[src/rtl/regfile_pkg.sv]
// Shared sizing constants and word/specifier types for the datapath register file.
// Bit 0 is the MSB of every word and specifier.
package regfile_pkg;

  localparam int DATA_W   = 32;
  localparam int ADDR_W   = 5;
  localparam int NUM_REGS = 32;

  typedef logic [0:DATA_W-1] reg_word_t;
  typedef logic [0:ADDR_W-1] reg_addr_t;

endpackage

[src/rtl/register_file.sv]
// 32x32 register file: one synchronous write port, two combinational read ports.
// Reads see the pre-edge value during a same-address write; no bypass path.
module register_file
  import regfile_pkg::*;
#(
  parameter int DATA_W   = regfile_pkg::DATA_W,
  parameter int ADDR_W   = regfile_pkg::ADDR_W,
  parameter int NUM_REGS = regfile_pkg::NUM_REGS
) (
  input  logic              clk,
  input  logic              rst_n,
  input  logic              write,
  input  logic [0:DATA_W-1] reg_data,
  input  logic [0:ADDR_W-1] register_no,
  input  logic [0:ADDR_W-1] readReg1,
  input  logic [0:ADDR_W-1] readReg2,
  output logic [0:DATA_W-1] readData1,
  output logic [0:DATA_W-1] readData2
);

  // Entry 0 is ordinary storage; NUM_REGS is expected to equal 2**ADDR_W.
  logic [0:DATA_W-1] r_mem [NUM_REGS];

  always_ff @(posedge clk or negedge rst_n) begin
    if (!rst_n) begin
      for (int i = 0; i < NUM_REGS; i++) begin
        r_mem[i] <= '0;
      end
    end else if (write) begin
      r_mem[register_no] <= reg_data;
    end
  end

  assign readData1 = r_mem[readReg1];
  assign readData2 = r_mem[readReg2];

endmodule

[config.mk]
export PLATFORM = sky130hd
export DESIGN_NAME = register_file
export DESIGN_NICKNAME = d
export VERILOG_FILES = /design/src/rtl/regfile_pkg.sv /design/src/rtl/register_file.sv
export SDC_FILE = /design/constraint.sdc
export NUM_CORES = 2
export LEC_CHECK = 0
export CAP_MARGIN = 25
export CORE_MARGIN = 3
export CORE_UTILIZATION = 66
export DETAILED_ROUTE_END_ITERATION = 8
export GPL_TIMING_DRIVEN = 0
export PLACE_DENSITY = 0.85
export SETUP_SLACK_MARGIN = 0.3
export SLEW_MARGIN = 20
export SYNTH_ARGS = -nofsm -noshare
export SYNTH_HDL_FRONTEND = slang
export SYNTH_SLANG_ARGS = --single-unit
export TNS_END_PERCENT = 100
[constraint.sdc]
create_clock -name clk -period 5.4 [get_ports clk]
set_input_delay 1.08 -clock clk [delete_from_list [all_inputs] [get_ports clk]]
set_output_delay 1.08 -clock clk [all_outputs]
set_load 0.01 [all_outputs]
==> flow_summary.toml <==
[status]
outcome = "finished clean"

[sta]
rsz0062_at_grt = "true"
fmax_ghz = 0.191
timing.hold.ws_ns = 0.281
finalHoldViolations = 0
tightest_slew_ns = 1.00
min_period_over_period = 0.969
setup_violations = 0
relSlewSlack = 0.331
clock_skew_ns = 0
slew_viol_final = 0
min_period_ns = 5.23
worst_slack_ns = 0.170

[routing]
vias = 42647
drt_pre_antenna_iters = 6
drtAntennaViolNets = 0
viasPerCell = 7.04
drc_errors = 0
wl_met3_um = 21600
highest_layer = "met5"
drt_iter0_drc = 5031
totalWireLength_um = 199000
met2_wirelength_um = 83700
drt-wirelength-per-cell_um = 32.8
wl_met1_um = 73800

[clock_tree]
ctsHoldBuffers = 0
clkLatencyLatePin_ns = 0.71
cts_setup_buffers = 0
cts.path.max_buffers = 3
numCtsBuffers = 110
cts_tree = "yes"
cts_sinks = 1024
htree_num_levels = 3
clk_pin_slew_worst_paths_ns = 0.06
cts-root-buf = "clkbuf_16"

[global_route]
grt_pass1_wl_um = 283000
antenna_found_initial = 5
grt_pass1_vias = 42915
gr-total-overflow = 0
grt_max_degree = 146
grtUsageTotal = 0.439

[placed_design]
post_dp_cell_area_um2 = 59000
numPortBuffers = 111
hpwl_um = 146000
pre_cts_ws_ns = -0.507
gp_congestion = 1.03

[yosys]
yosys.area.top_type = "dfrtp_1"
synth_warnings = 0
synthTopCellsByArea = "dfrtp_1 46%, mux2_2 20%, mux2i_1 18%, a22oi_1 2.6%, a22o_1 2.0%"
syn-num-nets = 4655
yosysSeqAreaShare = 0.456
synthCells = 4605
synth_top_area_share = 0.456
synth_area_um2 = 56200
synth_cell_types = 28
synth-seq-cells = 1024
syn_area_per_cell_um2 = 12.2

[worst_setup_path]
start_kind = "primary input"
cp-end-kind = "output pin"
crit_type = "in2out"
r2r_cells = 1
startpoint = "readReg2[4]"
timing.critical_path.required_ns = 4.32
r2r-end = "r_mem[753]$_DFFE_PN0P_"
worstPathArrival_ns = 4.15
r2r_slack_ns = 4.57
worstPathMaxFanout = 10
crit_end = "readData2[3]"
reg2reg_from = "r_mem[753]$_DFFE_PN0P_"

[die]
ios = 114
initial_utilization = 0.669
core-area_um2 = 84100
die_h_um = 298
dieArea_um2 = 88800
rows = 106
die_w_um = 298

[run]
drv_cap = 0

[power]
power.switching_mw = 6.92
switching_share = 0.302
powerDensity_nw_per_um2 = 363
ir_drop_mv = 0.297
pwr-share-seq = 0.453
design_power_total_mw = 22.9
p_leak_nw = 29.8
power_frac_comb = 0.214
clockPowerShare = 0.333
p_int_mw = 16.0

[cells_and_area]
finish.utilization = 0.750
largest_reg_flops = 1024
final_design_area_no_fill_um2 = 63100
drive_gt1_frac = 0.314
top_register = "r_mem"
area_delta_synth_final_pct = 12.1
reg_top3 = "r_mem (1024)"
fillers = 5687
final_nets = 4885

[worst_hold_path]
worst_hold_path_type = "in2async"
-- worst max-delay path: stages --
cell,delay [ns]
clkdlybuf4s50_1,0.45
nor2_1,0.21
buf_2,0.37
buf_4,0.40
buf_4,0.36
a22oi_1,0.18
nand3_1,0.15
nand3_1,0.32
clkdlybuf4s50_1,0.60
-- cells by family (layout without fill, tap and decap cells) --
kind of cell           Yosys count  count (layout)  share of synthesized area
AO/OA/AOI/OAI                  576             576                     0.0698
flip-flops                    1024            1024                      0.456
other                            0               1                          0
multiplexers                  2048            2048                      0.387
AND/OR/NAND/NOR                513             513                     0.0438
buffers and inverters          444             763                     0.0436
-- worst min path at each step --
stage / start / to / cells past startpoint
floorplan: r_mem[577]$_DFFE_PN0P_ / r_mem[577]$_DFFE_PN0P_ / 1
global placement: r_mem[570]$_DFFE_PN0P_ / r_mem[570]$_DFFE_PN0P_ / 1
detailed placement: r_mem[580]$_DFFE_PN0P_ / r_mem[580]$_DFFE_PN0P_ / 1
CTS: rst_n / r_mem[116]$_DFFE_PN0P_ / 1
global route: rst_n / r_mem[52]$_DFFE_PN0P_ / 1
finish: rst_n / r_mem[116]$_DFFE_PN0P_ / 1
-- repair_timing --
item                                    in CTS  in global routing
pin swaps                                    0                  0
resized for setup                          114                106
endpoints found under the setup margin      64                 54
-- per-layer routing --
layer,vias to the layer above,global-route usage
li1,17480,-
met1,21815,0.555
met2,2632,0.629
met3,716,0.128
met4,4,0.358
met5,-,0
-- area by class of cell --
class	instances	area (um^2)	area share
diodes	1	2.50	0.0000397
plain buffers	444	2690	0.0426
clock buffers	160	3140	0.0498
clock inverters	41	432	0.00685
multi-input cells	3137	28400	0.451
flip-flops and latches	1024	25600	0.406
well taps	1134	1420	0.0225
repair buffers	118	1320	0.0210
-- cells in the mapped netlist, drive strengths merged --
cell    number
clkbuf     190
a21oi      192
nor3b        4
and2         2
a22oi      192
nand3b       4
nor3        65
nand2b       4
mux2      1024
and3         1
nor2        19
nand3      194
a31oi       64
nor2b        4
mux2i     1024
or2          3
a22o       128
nand2      211
or3b         1
dfrtp     1024
and3b        1
buf        254
-- power by group through the flow --
stage	clock network (mW)	logic [mW]	registers, mW
2_1_floorplan	0	3.31	10.1
3_3_place_gp	0	4.54	10.4
3_5_place_dp	0	4.70	10.4
4_1_cts	7.61	4.78	10.3
5_1_grt	7.95	5.19	10.5
6_report	7.64	4.90	10.4
-- cell usage in the layout, fill, tap and decap left out, drive strengths merged, types with 8 or more instances in the layout --
cell type | netlist | layout
nand2 | 211 | 211
mux2 | 1024 | 1024
mux2i | 1024 | 1024
nor3 | 65 | 65
clkdlybuf4s50 | 0 | 110
bufinv | 0 | 8
a22oi | 192 | 192
a31oi | 64 | 64
a22o | 128 | 128
clkinv | 0 | 29
a21oi | 192 | 192
nand3 | 194 | 194
buf | 254 | 258
dfrtp | 1024 | 1024
nor2 | 19 | 19
clkbuf | 190 | 353
-- stage by stage --
| step | instances | TNS [ns] |
|---|---|---|
| 2_1_floorplan | 4605 | 0 |
| 3_3_place_gp | 5850 | - |
| 3_5_place_dp | 5857 | -9.75 |
| 4_1_cts | 6058 | 0 |
| 5_1_grt | 6058 | 0 |
| 6_report | 6059 | 0 |
Note: power is estimated with default switching activity, not from simulation.
